`src/rtl/cg_cfg_spi.sv`:
```
// rtl/cg_cfg_spi.sv - SPI-slave register front end driving cg_core configuration inputs
// Pins are oversampled in the clk domain; a 32-bit frame commits only on a clean CS_N rise.
module cg_cfg_spi #(
    parameter int SYNC_STAGES = 2,
    parameter int DW          = 24
) (
    input  logic          clk,
    input  logic          I_RST_N,
    input  logic          I_SCK,
    input  logic          I_CS_N,
    input  logic          I_MOSI,
    output logic          O_MISO,
    input  logic          I_RTE,
    input  logic [DW-1:0] I_ACC,
    output logic [DW-1:0] O_LMT,
    output logic [DW-1:0] O_DLY,
    output logic          O_OE,
    output logic          O_EN,
    output logic          O_DDS,
    output logic          O_LDS,
    output logic          O_LEN,
    output logic          O_WSTB
);

    typedef enum logic {IDLE, SHIFT} state_t;

    state_t                 state_q, state_d;
    logic [SYNC_STAGES-1:0] sck_sync, cs_sync, mosi_sync;
    logic                   sck_d, cs_d;
    logic                   sck_s, cs_s, mosi_s;
    logic                   sck_rise, sck_fall, cs_rise, cs_fall;
    logic [5:0]             bit_cnt;
    logic [31:0]            frame;
    logic [DW-1:0]          rd_sh, rd_val;
    logic                   rd_act, ferr;
    logic [4:0]             ctrl;
    logic [6:0]             snap_addr;

    assign sck_s    = sck_sync[SYNC_STAGES-1];
    assign cs_s     = cs_sync[SYNC_STAGES-1];
    assign mosi_s   = mosi_sync[SYNC_STAGES-1];
    assign sck_rise = sck_s & ~sck_d;
    assign sck_fall = ~sck_s & sck_d;
    assign cs_rise  = cs_s & ~cs_d;
    assign cs_fall  = ~cs_s & cs_d;

    assign {O_LEN, O_LDS, O_DDS, O_EN, O_OE} = ctrl;

    // CS_N syncs reset low so a CS_N already low at release never looks like a fresh fall
    always_ff @(posedge clk or negedge I_RST_N) begin
        if (!I_RST_N) begin
            sck_sync  <= '0;
            cs_sync   <= '0;
            mosi_sync <= '0;
            sck_d     <= 1'b0;
            cs_d      <= 1'b0;
        end else begin
            sck_sync  <= {sck_sync[SYNC_STAGES-2:0], I_SCK};
            cs_sync   <= {cs_sync[SYNC_STAGES-2:0], I_CS_N};
            mosi_sync <= {mosi_sync[SYNC_STAGES-2:0], I_MOSI};
            sck_d     <= sck_s;
            cs_d      <= cs_s;
        end
    end

    always_ff @(posedge clk or negedge I_RST_N) begin
        if (!I_RST_N) state_q <= IDLE;
        else          state_q <= state_d;
    end

    always_comb begin
        state_d = state_q;
        case (state_q)
            IDLE:    if (cs_fall) state_d = SHIFT;
            SHIFT:   if (cs_rise) state_d = IDLE;
            default: state_d = IDLE;
        endcase
    end

    // Address completes with the MOSI bit sampled on the 8th rise itself
    assign snap_addr = {frame[5:0], mosi_s};

    always_comb begin
        rd_val = '0;
        case (snap_addr)
            7'h00:   rd_val = O_LMT;
            7'h01:   rd_val = O_DLY;
            7'h02:   rd_val = {{(DW-5){1'b0}}, ctrl};
            7'h03:   rd_val = {{(DW-2){1'b0}}, ferr, I_RTE};
            7'h04:   rd_val = I_ACC;
            default: rd_val = '0;
        endcase
    end

    always_ff @(posedge clk or negedge I_RST_N) begin
        if (!I_RST_N) begin
            bit_cnt <= '0;
            frame   <= '0;
            rd_sh   <= '0;
            rd_act  <= 1'b0;
            ferr    <= 1'b0;
            ctrl    <= '0;
            O_LMT   <= '0;
            O_DLY   <= '0;
            O_MISO  <= 1'b0;
            O_WSTB  <= 1'b0;
        end else begin
            O_WSTB <= 1'b0;
            if (state_q == IDLE) begin
                bit_cnt <= '0;
                rd_act  <= 1'b0;
                O_MISO  <= 1'b0;
            end else if (cs_rise) begin
                O_MISO <= 1'b0;
                if (bit_cnt == 6'd32) begin
                    if (frame[31]) begin
                        case (frame[30:24])
                            7'h00: begin O_LMT <= frame[DW-1:0]; O_WSTB <= 1'b1; end
                            7'h01: begin O_DLY <= frame[DW-1:0]; O_WSTB <= 1'b1; end
                            7'h02: begin ctrl  <= frame[4:0];    O_WSTB <= 1'b1; end
                            default: ;
                        endcase
                    end else if (frame[30:24] == 7'h03) begin
                        ferr <= 1'b0;
                    end
                end else begin
                    ferr <= 1'b1;
                end
            end else if (sck_rise) begin
                if (bit_cnt != 6'd33) bit_cnt <= bit_cnt + 6'd1;
                if (bit_cnt < 6'd32)  frame   <= {frame[30:0], mosi_s};
                if (bit_cnt == 6'd7) begin
                    rd_act <= ~frame[6];
                    rd_sh  <= rd_val;
                end
            end else if (sck_fall && rd_act && bit_cnt >= 6'd8) begin
                O_MISO <= rd_sh[DW-1];
                rd_sh  <= {rd_sh[DW-2:0], 1'b0};
            end
        end
    end

endmodule

```
`config.mk`:
```
export PLATFORM = sky130hd
export DESIGN_NAME = cg_cfg_spi
export DESIGN_NICKNAME = d
export VERILOG_FILES = /design/src/rtl/cg_cfg_spi.sv
export SDC_FILE = /design/constraint.sdc
export NUM_CORES = 1
export LEC_CHECK = 0
export CAP_MARGIN = 20
export CORE_MARGIN = 4
export CORE_UTILIZATION = 25
export DETAILED_ROUTE_END_ITERATION = 7
export GPL_ROUTABILITY_DRIVEN = 0
export GPL_TIMING_DRIVEN = 0
export RECOVER_POWER = 100
export SLEW_MARGIN = 40
export SYNTH_ARGS = -nofsm -noshare
export SYNTH_HDL_FRONTEND = slang
export SYNTH_SLANG_ARGS = --single-unit
export TNS_END_PERCENT = 1
```
`constraint.sdc`:
```
create_clock -name clk -period 6.55 [get_ports clk]
set_input_delay 1.6375 -clock clk [delete_from_list [all_inputs] [get_ports clk]]
set_output_delay 1.6375 -clock clk [all_outputs]
set_load 0.05 [all_outputs]
```
==> results of run 1 <==
-- worst paths after layout --
| kind | start | endpoint | slack [ns] | depth (start not counted) |
|---|---|---|---|---|
| worst min-delay path | mosi_sync[0] | mosi_sync[1] | 0.35 | 0 |
| worst min register to register | mosi_sync[0] | mosi_sync[1] | 0.35 | 0 |
| worst max register to register | bit_cnt[4] | O_LMT[0] | 2.71 | 5 |
| min in group asynchronous | I_RST_N | cs_sync[0] | 1.92 | 1 |
| max in group asynchronous | I_RST_N | rd_sh[16] | 3.20 | 3 |
| worst max-delay path | bit_cnt[4] | O_LMT[0] | 2.71 | 5 |
-- power by group through the flow --
stage / sequential, mW / combinational (mW) / clock, mW
after floorplan: 0.846 / 0.118 / 0
final: 0.844 / 0.203 / 0.953
after detailed placement: 0.858 / 0.209 / 0
after CTS: 0.844 / 0.210 / 0.982
after global placement: 0.856 / 0.196 / 0
after global routing: 0.847 / 0.227 / 1.02
-- metrics by stage --
stage	total power [mW]	area [sq um]	utilization [%]
after global routing	2.09	7610	33.5
after CTS	2.04	7660	33.7
after global placement	1.05	6990	30.8
final	2.00	7610	33.5
after detailed placement	1.07	7060	31.1
after floorplan	0.965	5800	-
-- worst reg2reg max path: cells and delay by family (launching register included) --
kind / cells / cell delay [ns]
buffers and inverters: 1 / 0.67
DFF: 1 / 0.41
and+or+nand+nor: 3 / 2.20
muxes: 1 / 0.43
-- placed cells by master, fill, tap and decap left out, types with 3 or more instances in the layout --
cell,instances
clkbuf_1,30
nand4b_1,3
and3b_1,7
clkdlybuf4s50_1,21
nor4b_1,3
a2bb2oi_1,3
a32oi_1,3
nand3_1,4
nor2_1,4
clkinv_4,4
a21oi_1,6
mux2i_1,4
mux2_2,123
dlygate4sd3_1,62
nand3b_1,3
bufinv_16,3
nand2_1,31
a22oi_1,20
dfrtp_1,128
and3_1,3
clkbuf_16,17
o21ai_0,26
ha_1,3
nand2b_1,4
inv_1,7
nor3_1,3
-- synth_stat cells (3+ instances only) --
library cell / instances / area, sq um
a21oi_1: 6 / 30.0
ha_1: 3 / 37.5
o21ai_0: 26 / 130
and3_1: 3 / 18.8
and3b_1: 7 / 61.3
a32oi_1: 3 / 26.3
nor3_1: 4 / 20.0
a2bb2oi_1: 3 / 26.3
nand2b_1: 4 / 25.0
inv_1: 7 / 26.3
nand4b_1: 3 / 26.3
nor2_1: 4 / 15.0
nand3b_1: 3 / 22.5
dfrtp_1: 128 / 3200
clkbuf_1: 19 / 71.3
a22oi_1: 20 / 150
nand2_1: 31 / 116
mux2i_1: 4 / 40.0
and2_1: 3 / 18.8
nand3_1: 4 / 20.0
buf_1: 4 / 15.0
mux2_2: 124 / 1400
-- layer usage --
layer	vias to the layer above	global-route usage, %	part of all wire [%]
li1	1835	-	-
met1	2042	15.4	46
met2	87	18.4	48
met3	25	3.05	3.9
met4	0	4.61	1.8
met5	-	0	0
-- logic make-up (layout without fill, tap and decap cells) --
kind of cell             Yosys count  after routing
flip-flops                       128            128
multiplexers                     130            130
AO/OA/AOI/OAI                     67             67
buffers and inverters             34            153
AND/OR/NAND/NOR                   81             81
XOR/XNOR                           2              2
adder cells (fa/ha/maj)            3              3
-- area by class of cell --
| class | count | area [sq um] | area share, % |
|---|---|---|---|
| Sequential cell | 128 | 3200 | 42.1 |
| Buffer | 27 | 101 | 1.33 |
| Clock buffer | 20 | 437 | 5.73 |
| Timing Repair Buffer | 87 | 893 | 11.7 |
| Multi-Input combinational cell | 283 | 2440 | 32.0 |
| Inverter | 7 | 26.3 | 0.345 |
| Clock inverter | 12 | 160 | 2.10 |
| Tap cell | 285 | 357 | 4.68 |
-- sequential cells by signal (all words and copies together) (netlist names) --
register / flops
ferr: 1
frame: 32
O_WSTB: 1
O_LMT: 24
cs_sync: 2
sck_d: 1
rd_act: 1
bit_cnt: 6
cs_d: 1
ctrl: 5
mosi_sync: 2
state_q: 1
rd_sh: 24
O_MISO: 1
O_DLY: 24
sck_sync: 2
==> reports/results.ini, run 1 <==
[synthesis]
synth_top_family_by_area=multiplexers
netlist_area_sq_um=5800
synth_edf_count=0
synth.net_count=478
synth_fa_ha_area_share_pct=0.648
synthArstFlopShare_pct=100
synth_compound_area_share_pct=7.53
synthDistinctLibCells=46
synth-simple-area-share_pct=8.18
synth_flop_cell=dfrtp_1
syn_area_per_cell_sq_um=13.0
ys_seq_elements=128
ys_warn_count=0
synthCells=445
synth_mux_area_share_pct=25.6
ys_seq_area_share_pct=55.3
synth_xor_area_share_pct=0.302

[place]
dp_slack_ns=3.52
place_hpwl_mm=10.7
placedCellCount=817
io_buffers=84

[timing]
setup-violations-final=0
fin_ws_ns=2.71
fin_skew_ns=0.00803
fin_crit_sh_pct=58.6
rsz0062_at_grt=no
holdWs_ns=0.348
worstMarginPinSlew_ns=2.34
final.setup.tns_ns=0
final_hold_viol_count=0
fmax_mhz=261
slew_violations=43
slew_headroom_pct=-56.1
min_period_ns=3.84

[die]
fp.dieW_microns=160
placementRows=55
start_util_pct=25.5
die-area_sq_um=25700
boundaryPins=85
core_area_sq_um=22700
die_h_microns=160

[worst_setup_path]
path_cells=nor4b_1 -> and3_1 -> nor4b_1 -> clkbuf_1 -> mux2_2
crit_path_end_kind=flop
crit_path_frequent_cell=nor4b_1
path_buf_inv=1
start_kind=flop
arrival_ns=4.13
cp_slowest_stage_delay_ns=1.19
required_ns=6.84
criticalPathCategory=reg2reg
slowest_stage=nor4b_1
crit_fanout=10
crit_family=simple AND/OR/NAND/NOR gates

[clocking]
clock_sinks=128
clk_pin_slew_ns=0.06
clockBufferDepth=2
cts_buffers=17
ctsHtreeMaxLevel=4
cts_tree=built
worstSkewPairLatency_ns=0.42
root_buffer=clkbuf_16
post_cts.repair.setup_buffers=0
cts_hold_buffers=0
cts_resized=0

[final_layout]
syn2layout_area_growth_pct=31.4
final_nets=584
fin_cells=849
fillCellCount=2243
n_antenna_cell=0
drive_gt1_share_pct=28.5

[routing]
drtAntennaViolNets=0
viasPerCell=4.70
drtIter0Drc=164
vias=3989
drt_first_pass_iters=4
drt-wirelength-per-cell_microns=17.2
drc_errors=0
routed_wl_mm=14.6

[grt]
grt_max_degree=47
grt_pass1_wl_mm=23.6
track_usage_pct=11.7
antenna_found_initial=0
grt_overflow=0
grt_pass1_vias=4270

[power_and_ir_drop]
cellPowerDensity_nw_per_um2=263
power_frac_clock_pct=47.6
power_frac_comb_pct=10.1
seqPwrFrac_pct=42.2
ir_drop_uv=166
leakagePower_nw=3.57
power.switching_mw=0.507
switching_share_pct=25.3
p_int_mw=1.49

[outcome]
violations=max-capacitance violations, max-slew violations
status=complete, but fails checks

[run]
maxCapViolations=2

[worst_hold_path]
hp-class=reg2reg

(Power assumes the default switching activity.)
==> run 2, diff against run 1 <==
- clock period: 6.55 -> 4 ns (I/O delays scaled with it)
==> run 2 against run 1 <==
Net effect: critical path type unchanged; cell count unchanged; worst hold slack lost 0.00079 ns; fmax rose by 28%; die area unchanged; sequential cell count unchanged; global-route usage is the same; setup slack worse by 1.7 ns; sequential share of layout area down 0.076 points; the run still ends with max-capacitance violations, max-slew violations left; clock skew hardly changed; largest power group unchanged.
==> reports/results.ini, run 2 (synthesis results as in run 1) <==
[outcome]
status=complete, but fails checks
violations=max-capacitance violations, max-slew violations

[timing]
final_hold_viol_count=0  ; unchanged
fmax_mhz=334  ; +28%
fin_crit_sh_pct=74.8  ; +16 points
rsz0062_at_grt=no
worstMarginPinSlew_ns=2.36  ; +0.0144 ns
fin_ws_ns=1.01  ; -1.71 ns
final.setup.tns_ns=0  ; unchanged
slew_violations=42  ; -2.3%
min_period_ns=2.99  ; -0.844 ns
slew_headroom_pct=-57.1  ; -0.96 points
setup-violations-final=0  ; unchanged
holdWs_ns=0.347  ; -0.000793 ns
fin_skew_ns=0.00796  ; -0.0000677 ns

[clocking]
clockBufferDepth=2  ; unchanged
cts_hold_buffers=0  ; unchanged
root_buffer=clkbuf_16
worstSkewPairLatency_ns=0.42  ; about the same
ctsHtreeMaxLevel=4  ; unchanged
clock_sinks=128  ; unchanged
post_cts.repair.setup_buffers=0  ; unchanged
cts_buffers=17  ; unchanged
cts_resized=0  ; unchanged
clk_pin_slew_ns=0.06  ; about the same
cts_tree=built

[die]
core_area_sq_um=22700  ; unchanged
placementRows=55  ; unchanged
fp.dieW_microns=160  ; unchanged
die_h_microns=160  ; unchanged
start_util_pct=25.5  ; unchanged
boundaryPins=85  ; unchanged
die-area_sq_um=25700  ; unchanged

[final_layout]
fin_cells=849  ; unchanged
final_nets=584  ; unchanged
syn2layout_area_growth_pct=31.6
n_antenna_cell=0  ; unchanged
final_util_pct=33.6  ; +0.061 points
largest_reg_flops=32  ; unchanged
drive_gt1_share_pct=28.9  ; +0.35 points
mostFrequentLayoutCell=dfrtp_1
largest_register=frame
final_cell_mix=dfrtp_1 (128), mux2_2 (123), dlygate4sd3_1 (58), nand2_1 (31), clkbuf_1 (30)
fin_area_sq_um=7630  ; +0.18%

[worst_hold_path]
hp-class=reg2reg

[worst_setup_path]
arrival_ns=3.29  ; -0.84 ns
crit_fanout=10  ; unchanged
criticalPathCategory=reg2reg
required_ns=4.29  ; -2.55 ns
crit_path_end_kind=flop
start_kind=flop

[routing]
drt-wirelength-per-cell_microns=17.2  ; +0.36%
vias=3994  ; +0.13%
drt_first_pass_iters=4  ; unchanged
drc_errors=0  ; unchanged
drtIter0Drc=185  ; +13%
routed_wl_mm=14.6  ; +0.36%
viasPerCell=4.70  ; +0.13%
drtAntennaViolNets=0  ; unchanged

[grt]
grt_pass1_vias=4270  ; unchanged
use_met3_pct=3.05  ; unchanged
use_met1_pct=15.4  ; unchanged
track_usage_pct=11.7  ; unchanged
grt_overflow=0  ; unchanged
antenna_found_initial=0  ; unchanged
grt_max_degree=47  ; unchanged
gr-max-usage-layer=met2
grt_use_met2_pct=18.4  ; unchanged
grt_pass1_wl_mm=23.6  ; unchanged

[run]
maxCapViolations=1  ; -1

[place]
placedCellCount=817  ; unchanged
place_hpwl_mm=10.7  ; unchanged
post_dp_cell_area_sq_um=7060  ; unchanged
dp_slack_ns=1.27  ; -2.24 ns
io_buffers=84  ; unchanged

[power_and_ir_drop]
ir_drop_uv=272  ; +63%
leakagePower_nw=3.57  ; +0.12%
power_mw=3.28  ; +64%
cellPowerDensity_nw_per_um2=430  ; +64%

==> run 2: cell types whose count changed in the layout (fill, tap and decap cells not counted), sizes merged <==
cell	delta
clkdlybuf4s50	+4
dlygate4sd3	-4
==> run 2: final timing paths <==
path,endpoint,from,slack (ns),depth (start not counted)
hold reg to reg,mosi_sync[1],mosi_sync[0],0.35,0
min in group asynchronous,sck_sync[0],I_RST_N,1.29,1
max in group asynchronous,rd_sh[16],I_RST_N,1.28,3
hold / removal,mosi_sync[1],mosi_sync[0],0.35,0
setup / recovery,O_LMT[0],bit_cnt[4],1.01,5
setup reg to reg,O_LMT[0],bit_cnt[4],1.01,5
==> run 2: area by class of cell <==
cell class              instances  area [sq um]
fillers                      2243         15100
flip-flops and latches        128          3200
multi-input cells             283          2440
repair buffers                 87           886
clock buffers                  20           437
well taps                     285           357
clock inverters                12           160
plain buffers                  27           116
inverters                       7          26.3
==> run 2: routing by layer <==
layer / part of all wire (%) / vias to the layer above
met5: 0 / -
met1: 46 / 2036
li1: - / 1843
met3: 3.9 / 23
met2: 48 / 92
met4: 1.8 / 0
==> run 2: critical path: stages, from the launching register on <==
cell and delay [ns]:
dfrtp_1 0.41, nor4b_1 0.69, and3_1 0.32, nor4b_2 0.81
buf_6 0.29, mux2_2 0.35
==> run 2: report_power, final <==
part | leakage [nW] | internal (mW) | switching, mW
sequential | 1.63 | 1.34 | 0.0451
combinational | 1.65 | 0.124 | 0.210
clock | 0.289 | 0.984 | 0.578
total | 3.57 | 2.45 | 0.833
==> run 3, diff against run 2 <==
- clock period: 4 -> 2.54 ns (I/O delays scaled with it)
==> run 3 against run 2 <==
Net effect: the flow still finishes with violations (max-capacitance violations, max-slew violations); via count down 0.50%; critical endpoint is now O_LMT[21]; power up 58%; global-route usage is essentially flat; combinational power rose by 62%.
==> reports/results.ini, run 3 (synthesis results as in run 1) <==
[timing]
holdWs_ns=0.348  ; +0.000546 ns
fin_crit_sh_pct=95.4  ; +21 points
fin_ws_ns=0.116  ; -0.891 ns
final_hold_viol_count=0  ; unchanged
final.setup.tns_ns=0  ; unchanged
rsz0062_at_grt=no
slew_headroom_pct=-28.9  ; +28 points
slew_violations=42  ; unchanged
setup-violations-final=0  ; unchanged
min_period_ns=2.42  ; -0.569 ns
worstMarginPinSlew_ns=1.93  ; -0.426 ns
fin_skew_ns=0.00768  ; -0.000287 ns
fmax_mhz=413  ; +23%

[run]
maxCapViolations=1  ; unchanged

[die]
die_h_microns=160  ; unchanged
core_area_sq_um=22700  ; unchanged
boundaryPins=85  ; unchanged
die-area_sq_um=25700  ; unchanged
start_util_pct=25.5  ; unchanged
fp.dieW_microns=160  ; unchanged
placementRows=55  ; unchanged

[grt]
grt_overflow=0  ; unchanged
grt_max_degree=47  ; unchanged
grt_pass1_vias=4260  ; -0.23%
antenna_found_initial=0  ; unchanged
grt_pass1_wl_mm=23.6  ; +0.14%
track_usage_pct=11.7  ; about the same

[place]
dp_slack_ns=-0.187  ; -1.46 ns
io_buffers=84  ; unchanged
place_hpwl_mm=10.7  ; unchanged

[clocking]
cts_buffers=17  ; unchanged
root_buffer=clkbuf_16
ctsHtreeMaxLevel=4  ; unchanged
clk_pin_slew_ns=0.06  ; about the same
clock_sinks=128  ; unchanged
cts_hold_buffers=0  ; unchanged
clockBufferDepth=2  ; unchanged
cts_tree=built
worstSkewPairLatency_ns=0.42  ; about the same

[final_layout]
mostFrequentLayoutCell=dfrtp_1
largest_register=frame
n_antenna_cell=0  ; unchanged
syn2layout_area_growth_pct=32.4
fillCellCount=2236  ; -0.31%
drive_gt1_share_pct=29.9  ; +1.0 points
final_nets=585  ; +0.17%
largest_reg_flops=32  ; unchanged
final_cell_mix=dfrtp_1 (128), mux2_2 (123), dlygate4sd3_1 (58), nand2_1 (31)

[power_and_ir_drop]
leakagePower_nw=3.60  ; +0.73%
power_mw=5.18  ; +58%
ir_drop_uv=430  ; +58%
cellPowerDensity_nw_per_um2=674  ; +57%

[routing]
drt-wirelength-per-cell_microns=17.2  ; -0.21%
drc_errors=0  ; unchanged
routed_wl_mm=14.6  ; about the same
viasPerCell=4.68  ; -0.62%
drt_first_pass_iters=4  ; unchanged
drtAntennaViolNets=0  ; unchanged
drtIter0Drc=177  ; -4.3%
vias=3974  ; -0.50%

[worst_setup_path]
start_kind=flop
crit_path_end_kind=flop
crit_fanout=5  ; -5
arrival_ns=2.73  ; -0.56 ns
worst_r2r_path_depth=5  ; unchanged
criticalPathCategory=reg2reg
required_ns=2.85  ; -1.44 ns

[outcome]
violations=max-capacitance violations, max-slew violations
status=complete, but fails checks

[worst_hold_path]
holdPathStages=0  ; unchanged
hp-class=reg2reg

==> run 3: power by group <==
group / total [mW] / internal, mW / leakage, nW / switching [mW]
Sequential: 2.18 / 2.11 / 1.63 / 0.0701
Clock: 2.46 / 1.55 / 0.289 / 0.907
Combinational: 0.542 / 0.201 / 1.68 / 0.341
Total: 5.18 / 3.86 / 3.60 / 1.32
==> run 3: worst paths after layout <==
| kind | startpoint | end | slack, ns |
|---|---|---|---|
| setup / recovery | frame[27] | O_LMT[21] | 0.12 |
| hold / removal | mosi_sync[0] | mosi_sync[1] | 0.35 |
| setup reg to reg | frame[27] | O_LMT[21] | 0.12 |
| hold reg to reg | mosi_sync[0] | mosi_sync[1] | 0.35 |
| max in group asynchronous | I_RST_N | frame[15] | 0.42 |
| min in group asynchronous | I_RST_N | sck_sync[0] | 0.77 |
==> run 3: layout make-up <==
cell class	instances	area, sq um	share of cell area, %
Buffer	27	120	1.57
Clock buffer	20	437	5.69
Clock inverter	12	160	2.09
Inverter	7	26.3	0.342
Multi-Input combinational cell	283	2470	32.2
Sequential cell	128	3200	41.7
Tap cell	285	357	4.65
Timing Repair Buffer	88	898	11.7
==> run 3: per-layer routing <==
metal / GRT usage (%) / routed length [microns] / part of all wire, %
met5: 0 / 0 / 0
met4: 4.46 / 213 / 1.5
met3: 3.05 / 545 / 3.7
met2: 18.5 / 7050 / 48
met1: 15.4 / 6800 / 47
==> run 3: what timing repair did <==
item                       4_1_cts  5_1_grt
buffers inserted                 0        1
setup endpoints to repair       50       33
pin swaps                        0        1
resized for setup                2        4
==> run 3: through the flow <==
| stage | cells | cell area (sq um) | utilization (%) |
|---|---|---|---|
| 2_1_floorplan | 445 | 5800 | - |
| 4_1_cts | 849 | 7670 | 33.8 |
| 3_5_place_dp | 817 | 7060 | 31.1 |
| 5_1_grt | 850 | 7670 | 33.8 |
| 6_report | 850 | 7670 | 33.8 |
| 3_3_place_gp | 814 | 6990 | 30.8 |
==> run 3: worst max-delay path, cell delays in order, from the launching register on <==
cell and delay, ns:
dfrtp_1 0.40, or3_1 0.36, or4_1 0.45, nor4b_4 0.42, clkbuf_1 0.32, mux2_2 0.37
